===== src/rtl/fp_mult_if.sv =====
// Operand/result handshake bundle for fp_mult_pipe. The master side feeds operands and
// accepts results. The slave side is the multiplier.
interface fp_mult_if #(
  parameter int EXP_W = 8,
  parameter int MAN_W = 23
);
  localparam int W = 1 + EXP_W + MAN_W;

  logic         in_valid;
  logic         in_ready;
  logic [W-1:0] a;
  logic [W-1:0] b;
  logic         out_valid;
  logic         out_ready;
  logic [W-1:0] result;
  logic [4:0]   flags;

  modport master (
    output in_valid, a, b, out_ready,
    input  in_ready, out_valid, result, flags
  );

  modport slave (
    input  in_valid, a, b, out_ready,
    output in_ready, out_valid, result, flags
  );
endinterface


===== src/rtl/fp_mult_pipe.sv =====
// Pipelined IEEE-754 multiplier (DAZ/FTZ) with one global stall enable.
// Define FP_MULT_RNE_EN for round-to-nearest-even; otherwise it rounds toward zero.
module fp_mult_pipe #(
  parameter int EXP_W = 8,
  parameter int MAN_W = 23
) (
  input logic      clk,
  input logic      rst,
  fp_mult_if.slave bus
);
  localparam int W  = 1 + EXP_W + MAN_W;
  localparam int PW = 2 * MAN_W + 2;
  localparam int XW = EXP_W + 2;
  localparam logic [XW-1:0] BIAS    = {3'b000, {(EXP_W-1){1'b1}}};
  localparam logic [XW-1:0] EXP_MAX = {2'b00, {EXP_W{1'b1}}};
  localparam logic [XW-1:0] EXP_ONE = {{(XW-1){1'b0}}, 1'b1};

  typedef enum logic [1:0] {
    CLS_NORM = 2'd0,
    CLS_NAN  = 2'd1,
    CLS_INF  = 2'd2,
    CLS_ZERO = 2'd3
  } cls_t;

  // Returns {zero, inf, nan, snan}. Subnormals count as zero.
  function automatic logic [3:0] classify(input logic [W-1:0] x);
    logic exp_ones, exp_zero, frac_nz;
    exp_ones = &x[W-2:MAN_W];
    exp_zero = ~|x[W-2:MAN_W];
    frac_nz  = |x[MAN_W-1:0];
    return {exp_zero, exp_ones & ~frac_nz, exp_ones & frac_nz,
            exp_ones & frac_nz & ~x[MAN_W-1]};
  endfunction

  logic en_s;
  assign en_s         = ~bus.out_valid | bus.out_ready;
  assign bus.in_ready = en_s;

  // ---------------- stage 1: unpack / multiply ----------------
  logic [3:0]    ca_s, cb_s;
  logic          inf_zero_s;
  cls_t          cls1_s;
  logic          inv1_s;
  logic [PW-1:0] prod_s;
  logic [XW-1:0] exp_sum_s;

  assign ca_s       = classify(bus.a);
  assign cb_s       = classify(bus.b);
  assign inf_zero_s = (ca_s[2] & cb_s[3]) | (ca_s[3] & cb_s[2]);
  assign prod_s     = PW'({1'b1, bus.a[MAN_W-1:0]}) * PW'({1'b1, bus.b[MAN_W-1:0]});
  assign exp_sum_s  = XW'(bus.a[W-2:MAN_W]) + XW'(bus.b[W-2:MAN_W]) - BIAS;

  // Special-case priority: NaN / inf*zero, then inf, then zero.
  always_comb begin
    cls1_s = CLS_NORM;
    inv1_s = 1'b0;
    if (ca_s[1] | cb_s[1] | inf_zero_s) begin
      cls1_s = CLS_NAN;
      inv1_s = ca_s[0] | cb_s[0] | inf_zero_s;
    end else if (ca_s[2] | cb_s[2]) begin
      cls1_s = CLS_INF;
    end else if (ca_s[3] | cb_s[3]) begin
      cls1_s = CLS_ZERO;
    end else begin
      cls1_s = CLS_NORM;
    end
  end

  logic          v1_r, sign1_r, inv1_r;
  cls_t          cls1_r;
  logic [PW-1:0] prod1_r;
  logic [XW-1:0] exp1_r;

  // Stage 1 registers.
  always_ff @(posedge clk or negedge rst) begin
    if (!rst) begin
      v1_r    <= 1'b0;
      sign1_r <= 1'b0;
      inv1_r  <= 1'b0;
      cls1_r  <= CLS_NORM;
      prod1_r <= '0;
      exp1_r  <= '0;
    end else if (en_s) begin
      v1_r    <= bus.in_valid;
      sign1_r <= bus.a[W-1] ^ bus.b[W-1];
      inv1_r  <= inv1_s;
      cls1_r  <= cls1_s;
      prod1_r <= prod_s;
      exp1_r  <= exp_sum_s;
    end
  end

  // ---------------- stage 2: normalise ----------------
  logic [MAN_W-1:0] frac_n_s;
  logic             guard_n_s, sticky_n_s;
  logic [XW-1:0]    exp_n_s;

  // A product in [2,4) shifts right by one; its lowest bit joins the sticky.
  always_comb begin
    frac_n_s   = '0;
    guard_n_s  = 1'b0;
    sticky_n_s = 1'b0;
    exp_n_s    = exp1_r + {{(XW-1){1'b0}}, prod1_r[PW-1]};
    if (prod1_r[PW-1]) begin
      frac_n_s   = prod1_r[PW-2 -: MAN_W];
      guard_n_s  = prod1_r[MAN_W];
      sticky_n_s = |prod1_r[MAN_W-1:0];
    end else begin
      frac_n_s   = prod1_r[PW-3 -: MAN_W];
      guard_n_s  = prod1_r[MAN_W-1];
      sticky_n_s = |prod1_r[MAN_W-2:0];
    end
  end

  logic             v2_r, sign2_r, inv2_r, guard2_r, sticky2_r;
  cls_t             cls2_r;
  logic [MAN_W-1:0] frac2_r;
  logic [XW-1:0]    exp2_r;

  // Stage 2 registers.
  always_ff @(posedge clk or negedge rst) begin
    if (!rst) begin
      v2_r      <= 1'b0;
      sign2_r   <= 1'b0;
      inv2_r    <= 1'b0;
      guard2_r  <= 1'b0;
      sticky2_r <= 1'b0;
      cls2_r    <= CLS_NORM;
      frac2_r   <= '0;
      exp2_r    <= '0;
    end else if (en_s) begin
      v2_r      <= v1_r;
      sign2_r   <= sign1_r;
      inv2_r    <= inv1_r;
      guard2_r  <= guard_n_s;
      sticky2_r <= sticky_n_s;
      cls2_r    <= cls1_r;
      frac2_r   <= frac_n_s;
      exp2_r    <= exp_n_s;
    end
  end

  // ---------------- stage 3: round ----------------
  logic           inc_s;
  logic [MAN_W:0] sum_s;
  logic [XW-1:0]  exp_r_s;

`ifdef FP_MULT_RNE_EN
  assign inc_s = guard2_r & (sticky2_r | frac2_r[0]);
`else
  assign inc_s = 1'b0;
`endif
  assign sum_s   = {1'b0, frac2_r} + {{MAN_W{1'b0}}, inc_s};
  assign exp_r_s = exp2_r + {{(XW-1){1'b0}}, sum_s[MAN_W]};

  logic             v3_r, sign3_r, inv3_r, inx3_r;
  cls_t             cls3_r;
  logic [MAN_W-1:0] frac3_r;
  logic [XW-1:0]    exp3_r;

  // Stage 3 registers. A rounding carry leaves the fraction at zero.
  always_ff @(posedge clk or negedge rst) begin
    if (!rst) begin
      v3_r    <= 1'b0;
      sign3_r <= 1'b0;
      inv3_r  <= 1'b0;
      inx3_r  <= 1'b0;
      cls3_r  <= CLS_NORM;
      frac3_r <= '0;
      exp3_r  <= '0;
    end else if (en_s) begin
      v3_r    <= v2_r;
      sign3_r <= sign2_r;
      inv3_r  <= inv2_r;
      inx3_r  <= guard2_r | sticky2_r;
      cls3_r  <= cls2_r;
      frac3_r <= sum_s[MAN_W-1:0];
      exp3_r  <= exp_r_s;
    end
  end

  // ---------------- pack / flags ----------------
  logic [W-1:0] res_s;
  logic [4:0]   flg_s;

  // Flags are {invalid, divbyzero, overflow, underflow, inexact}.
  always_comb begin
    res_s = '0;
    flg_s = 5'b00000;
    case (cls3_r)
      CLS_NAN: begin
        res_s = {1'b0, {EXP_W{1'b1}}, 1'b1, {(MAN_W-1){1'b0}}};
        flg_s = {inv3_r, 4'b0000};
      end
      CLS_INF:  res_s = {sign3_r, {EXP_W{1'b1}}, {MAN_W{1'b0}}};
      CLS_ZERO: res_s = {sign3_r, {(W-1){1'b0}}};
      CLS_NORM: begin
        if ($signed(exp3_r) >= $signed(EXP_MAX)) begin
`ifdef FP_MULT_RNE_EN
          res_s = {sign3_r, {EXP_W{1'b1}}, {MAN_W{1'b0}}};
`else
          res_s = {sign3_r, {(EXP_W-1){1'b1}}, 1'b0, {MAN_W{1'b1}}};
`endif
          flg_s = 5'b00101;
        end else if ($signed(exp3_r) < $signed(EXP_ONE)) begin
          res_s = {sign3_r, {(W-1){1'b0}}};
          flg_s = 5'b00011;
        end else begin
          res_s = {sign3_r, exp3_r[EXP_W-1:0], frac3_r};
          flg_s = {4'b0000, inx3_r};
        end
      end
      default: begin
        res_s = '0;
        flg_s = 5'b00000;
      end
    endcase
  end

  logic         out_valid_r;
  logic [W-1:0] result_r;
  logic [4:0]   flags_r;

  // Output registers hold while the downstream stalls.
  always_ff @(posedge clk or negedge rst) begin
    if (!rst) begin
      out_valid_r <= 1'b0;
      result_r    <= '0;
      flags_r     <= 5'b00000;
    end else if (en_s) begin
      out_valid_r <= v3_r;
      result_r    <= res_s;
      flags_r     <= flg_s;
    end
  end

  assign bus.out_valid = out_valid_r;
  assign bus.result    = result_r;
  assign bus.flags     = flags_r;
endmodule

===== src/flat_wrapper.sv =====
// flat-port wrapper written by rule: the top's interface ports become plain ports
module fp_mult_pipe_flat 
#(
  parameter int EXP_W = 8,
  parameter int MAN_W = 23
)
  (clk, rst, bus_in_valid, bus_a, bus_b, bus_out_ready, bus_in_ready, bus_out_valid, bus_result, bus_flags);
  fp_mult_if #(.EXP_W(EXP_W), .MAN_W(MAN_W)) bus_i ();
  input logic clk;
  input logic rst;
  input wire logic [$bits(bus_i.in_valid)-1:0] bus_in_valid;
  input wire logic [$bits(bus_i.a)-1:0] bus_a;
  input wire logic [$bits(bus_i.b)-1:0] bus_b;
  input wire logic [$bits(bus_i.out_ready)-1:0] bus_out_ready;
  output wire logic [$bits(bus_i.in_ready)-1:0] bus_in_ready;
  output wire logic [$bits(bus_i.out_valid)-1:0] bus_out_valid;
  output wire logic [$bits(bus_i.result)-1:0] bus_result;
  output wire logic [$bits(bus_i.flags)-1:0] bus_flags;
  assign bus_i.in_valid = bus_in_valid;
  assign bus_i.a = bus_a;
  assign bus_i.b = bus_b;
  assign bus_i.out_ready = bus_out_ready;
  assign bus_in_ready = bus_i.in_ready;
  assign bus_out_valid = bus_i.out_valid;
  assign bus_result = bus_i.result;
  assign bus_flags = bus_i.flags;
  fp_mult_pipe #(.EXP_W(EXP_W), .MAN_W(MAN_W)) u_core (.clk(clk), .rst(rst), .bus(bus_i));
endmodule

===== config.mk =====
export PLATFORM = sky130hd
export DESIGN_NAME = fp_mult_pipe_flat
export DESIGN_NICKNAME = d
export VERILOG_FILES = /design/src/rtl/fp_mult_if.sv /design/src/rtl/fp_mult_pipe.sv /design/src/flat_wrapper.sv
export SDC_FILE = /design/constraint.sdc
export NUM_CORES = 2
export LEC_CHECK = 0
export ABC_AREA = 1
export CORE_MARGIN = 10
export CORE_UTILIZATION = 55
export DETAILED_ROUTE_END_ITERATION = 12
export DONT_BUFFER_PORTS = 1
export PLACE_DENSITY = 0.7
export SYNTH_ARGS = -nofsm -noshare
export SYNTH_HDL_FRONTEND = slang
export SYNTH_SLANG_ARGS = --single-unit

===== constraint.sdc =====
create_clock -name clk -period 1.7 [get_ports clk]
set_input_delay 0.34 -clock clk [delete_from_list [all_inputs] [get_ports clk]]
set_output_delay 0.34 -clock clk [all_outputs]
set_load 0.1 [all_outputs]

# Word level (Yosys, flattened, before mapping)
# Index checks and enable logic that the tools add are counted.
word_totals:
  elab_cells: 80
  in_bits: 68
  latchBits: 0
  mem_bits_rw: 0
  output_inout_bits: 39
  memories: 0
  reg_bits: 180
  romBits: 0
classes:
  reduce_logical: 11
  n_addsub: 3
  shift: 0
  eq_ne: 3
  mul: 1
  bitwise_logic: 23
  div: 0
  order_cmp: 2
  muxes: 13
op_table:
  columns: ["cell", "count"]
  rows:
  - ["case mux 32 bit (4 select lines)", 1]
  - ["OR reduction 23 bit", 3]
  - ["2-to-1 mux 31 bit", 2]
  - ["multiplier 24 x 24 -> 48 bit", 1]
  - ["2-to-1 mux 23 bit", 1]
  - ["OR reduction 22 bit", 1]
  - ["AND reduction 8 bit", 2]
  - ["OR reduction 8 bit", 2]
  - ["adder 10 x 1 -> 10 bit", 1]
  - [">= comparator 10 x 9 -> 1 bit (second input constant)", 1]
  - ["less-than comparator 10 x 2 -> 1 bit (second input constant)", 1]
  - ["case mux 5 bit (2 select lines)", 1]
  - ["subtractor 10 x 7 -> 10 bit (second input constant)", 1]
  - ["adder 8 x 8 -> 9 bit", 1]
  - ["bitwise OR 1 bit", 9]
  - ["AND 1 bit", 8]
  - ["2-to-1 mux 2 bit", 4]
  - ["2-to-1 mux 5 bit", 1]
  - ["NOT 1 bit", 5]
  - ["== test 2 bit (second input constant)", 2]
  - ["2-to-1 mux 1 bit", 3]
  - ["== test 2 x 1 -> 1 bit (second input constant)", 1]
  - ["logical NOT 1 bit", 2]
  - ["logical NOT 2 bit", 1]
  - ["bitwise XOR 1 bit", 1]

# Logic depth before layout (Yosys ltp)
logic_depth:
  ltp_word: 7
  mapped_depth: 31
  depth_no_buf: 29

# Least setup slack after synthesis
# Ideal clock, no wire load.
synth_timing:
  path_type: "input-to-reg"
  start: "input port bus_b[3]"
  end: "register u_core.prod1_r[26]"
  setup_ps: 131
  cell_stages: 29
  setup_slack_ps: -4328
  path_buffers: 2
  arrival_time_ps: 5897
  required_ps: 1569
  path_cell_list: "clkbuf_1 -> clkbuf_1 -> nand2_1 -> fa_1 -> inv_1 -> fa_1 -> inv_1 -> fa_1 -> inv_1 -> fa_1 -> inv_1 -> fa_1 -> inv_1 -> fa_1 -> inv_1 -> fa_1 -> inv_1 -> ha_1 -> nand2_1 -> inv_1 -> nand2_1 -> nand2_1 -> inv_1 -> nand2_1 -> nand2_1 -> nand3_2 -> or2_2 -> nand3_1 -> o21ai_0"
synth_via:
  elab_chain_len: 1
synth_rtl:
  columns: ["item", "line_no", "text"]
  rows:
  - ["from (decl)", "flat_wrapper.sv:13", "input wire logic [$bits(bus_i.b)-1:0] bus_b;"]
  - ["multiplier 24 x 24 -> 48 bit", "fp_mult_pipe.sv:50", "assign prod_s = PW'({1'b1, bus.a[MAN_W-1:0]}) * PW'({1'b1, bus.b[MAN_W-1:0]});"]
  - ["to (signal assigned)", "fp_mult_pipe.sv:88", "prod1_r <= prod_s;"]
  - ["to (decl)", "fp_mult_pipe.sv:71", "logic [PW-1:0] prod1_r;"]
# Every way passes these cells.
# A chain may end at the register's enable or synchronous reset.

# Worst setup path after layout
layout_timing:
  start: "input port bus_a[19]"
  end: "register u_core.prod1_r[45]"
layout_via:
  elab_chain_len: 1
layout_rtl:
  columns: ["item", "line_no", "text"]
  rows:
  - ["from (decl)", "flat_wrapper.sv:12", "input wire logic [$bits(bus_i.a)-1:0] bus_a;"]
  - ["multiplier 24 x 24 -> 48 bit", "fp_mult_pipe.sv:50", null]
# Every way passes these cells.

==> results_dict.tcl <==
set metrics [dict create \
    outcome "complete, but fails checks" \
    violations "negative hold slack, negative setup slack" \
    fin_skew_ps 9.21 \
    grt_pass1_wl_um 122000 \
    dieArea_um2 61100 \
    synthTopCellsByArea "fa_1, dfrtp_1, nand2_1" \
    synthFlopType "dfrtp_1" \
    ant_nets 0 \
    grt_pass1_vias 24600 \
    routed_wl_um 74400 \
    rows 83 \
    synthesis.area_um2 28400 \
    stdcell_area_um2 33300 \
    max_slew_margin_pct 64.0 \
    path_class "input pin to flop" \
    initial_core_util_pct 55.4 \
    critPathLaunchType "input pin" \
    cts_root_buffer "clkbuf_16" \
    hpwl_um 56000 \
    setup_violations 44 \
    die_y_um 247 \
    cp_max_fo 25 \
    cts.path.max_buffers 2 \
    drt_iter0_drc 1808 \
    r2r_slack_ps 20 \
    overflow 0 \
    hold_viol 179 \
    grt_max_degree 180 \
    seq_area_frac_synth_pct 15.8 \
    whs_ps -402 \
    clock_latency_ps 440 \
    hold_class "input pin to async pin" \
    fp.coreArea_um2 51200 \
    wire_per_inst_um 16.3 \
    dp_slack_ps -4010 \
    end_kind "flop" \
    clock.fmax_mhz 193 \
    synth_edf_count 0 \
    drive_gt1_share_pct 20.5 \
    clk_pin_slew_ps 70 \
    cap_violations 0 \
    grt.total_usage_pct 25.1 \
    avgViaCountPerCell 5.14 \
    dpl_cell_area_um2 30900 \
    cts_sinks 179 \
    ys_warn_count 0 \
    htree_levels 4 \
    yosys_register_bits 179 \
    avgSynthCellArea_um2 7.50 \
    buffer_ports.inserted 0 \
    yosys.area.top_type_share_pct 34.1 \
    rsz0062_at_grt "yes" \
    gp_congestion 0.978 \
    drt-pass1-iter-count 6 \
    nets 4603 \
    cts_tree "done" \
    dr_total_vias 23400 \
    drc 0 \
    finalCritPeriodShare_pct 305 \
    arrival_ps 5510 \
    fin_ws_ps -3480 \
    die_x_um 247 \
    synthToLayoutAreaGrowth_pct 17.5 \
    slew_violations 0 \
    n_fill_cell 4321 \
    post-route-min-period_ps 5180 \
    syn_inst 3782 \
    worstMarginPinSlew_ps 526 \
    yosysTopAreaCell "fa_1" \
    crit_required_ps 2040 \
    async_flop_share_pct 100 \
    num_antenna_cells 0 \
    synth_cell_types 38 \
    place_inst 4500 \
    cts_buffers 17 \
    synth_nets 4517 \
    antenna_found_initial 0 \
    fin_cells 4561 \
    io_pins 107 \
]
[synth_stat cells (7+ instances only)]
library cell / number
a211oi_1: 8
a21oi_1: 48
buf_2: 19
clkbuf_1: 126
dfrtp_1: 179
fa_1: 483
ha_1: 184
inv_1: 1092
nand2_1: 1134
nand2_2: 8
nand3_1: 105
nand3_2: 8
nand4_1: 20
nor2_1: 134
nor2_2: 15
nor3_1: 7
o211ai_1: 13
o21ai_0: 119
xnor2_1: 17
xor2_1: 11
[per-stage QoR]
| step | setup TNS [ps] | utilization, % |
|---|---|---|
| floorplan | -151340 | - |
| global placement | -157050 | 60.3 |
| detailed placement | -158450 | 60.3 |
| CTS | -132330 | 63.1 |
| global route | -138560 | 65.1 |
| finish | -132310 | 65.1 |
[path summary, 6_finish.rpt]
path	from	depth (start not counted)	end
setup / recovery	bus_a[19]	26	u_core.prod1_r[45]
hold / removal	rst	0	u_core.sign2_r
setup reg to reg	u_core.prod1_r[47]	11	u_core.exp2_r[9]
hold reg to reg	u_core.v3_r	1	u_core.bus.out_valid
max in group asynchronous	rst	0	u_core.prod1_r[42]
min in group clk	bus_in_valid	2	u_core.v1_r
[final cells by class]
| class | count | area (um2) | share of cell area (%) |
|---|---|---|---|
| Multi-Input combinational cell | 2360 | 21400 | 64.3 |
| Timing Repair Buffer | 216 | 1810 | 5.42 |
| Sequential cell | 179 | 4480 | 13.4 |
| Inverter | 1094 | 4140 | 12.4 |
| Clock buffer | 17 | 425 | 1.28 |
| Clock inverter | 15 | 203 | 0.608 |
| Tap cell | 680 | 851 | 2.55 |
[placed cells by master (no fill, tap or decap), types with 8 or more instances in the layout]
cell	n
ha_4	47
nand4_1	20
nor2_1	104
inv_2	144
a211oi_1	8
ha_1	132
a21oi_1	32
inv_4	8
xnor2_2	11
nand2_4	45
nand2_2	132
xor2_1	9
nand2_8	9
buf_4	186
fa_2	33
clkbuf_16	18
a21oi_2	9
nand3_4	13
buf_6	23
fa_1	450
nand3_1	81
inv_1	940
nor2_4	33
nand2_1	956
o21ai_1	26
nand3_2	19
o211ai_1	13
nor2_2	13
o21ai_0	97
dfrtp_1	178
[critical path, cell delays in order]
cell and delay [ps]:
nand2_4 60, inv_2 40, fa_1 500, fa_1 510, inv_1 50, fa_1 470, inv_1 50, fa_1 460
fa_1 560, fa_1 520, inv_2 40, fa_1 500, inv_2 50, ha_4 310, nand2_4 80, buf_6 120
nor2_4 130, inv_4 60, nor2_4 120, nand2_2 80, nor2_1 90, nand2_1 70, nand3_1 90, nand2_1 70
nand3_2 60, nand2_1 50
[what timing repair did]
item / CTS / global route
hold endpoints to repair: 179 / 179
cloned: 0 / 1
gates resized for setup: 247 / 290
setup endpoints to repair: 46 / 63
pin swaps: 180 / 221
buffers inserted: 9 / 25
[flip-flops by register name, summed over array words and instances (netlist names), 2 cells and up]
signal             flops
u_core.prod1_r        48
u_core.exp3_r         10
u_core.exp2_r         10
u_core.exp1_r         10
u_core.bus.flags       4
u_core.frac3_r        23
u_core.bus.result     32
u_core.cls1_r          2
u_core.frac2_r        23
u_core.cls2_r          2
u_core.cls3_r          2
[kinds of logic (layout without fill, tap and decap cells)]
group	Yosys count	in the layout	synth area share [%]
compound gates	211	211	4.04
xor+xnor	28	28	0.865
fa+ha+maj	667	667	42.2
buf+inv	1243	1342	16.6
flops	179	179	15.8
other cells	1	1	0.0132
simple gates	1453	1453	20.5
[layer usage]
metal / vias up / global-route usage, % / routed length [um] / share of wire (%)
met4: 0 / 10.3 / 3160 / 4.3
met5: - / 0 / 0 / 0
met1: 11600 / 31.3 / 29800 / 40
li1: 11000 / - / - / -
met3: 209 / 3.93 / 4280 / 5.8
met2: 702 / 42.8 / 37100 / 50
Power is left out: the tool's default activity adds up to more than one toggle a clock period on the data nets, which glitch-free logic cannot reach.
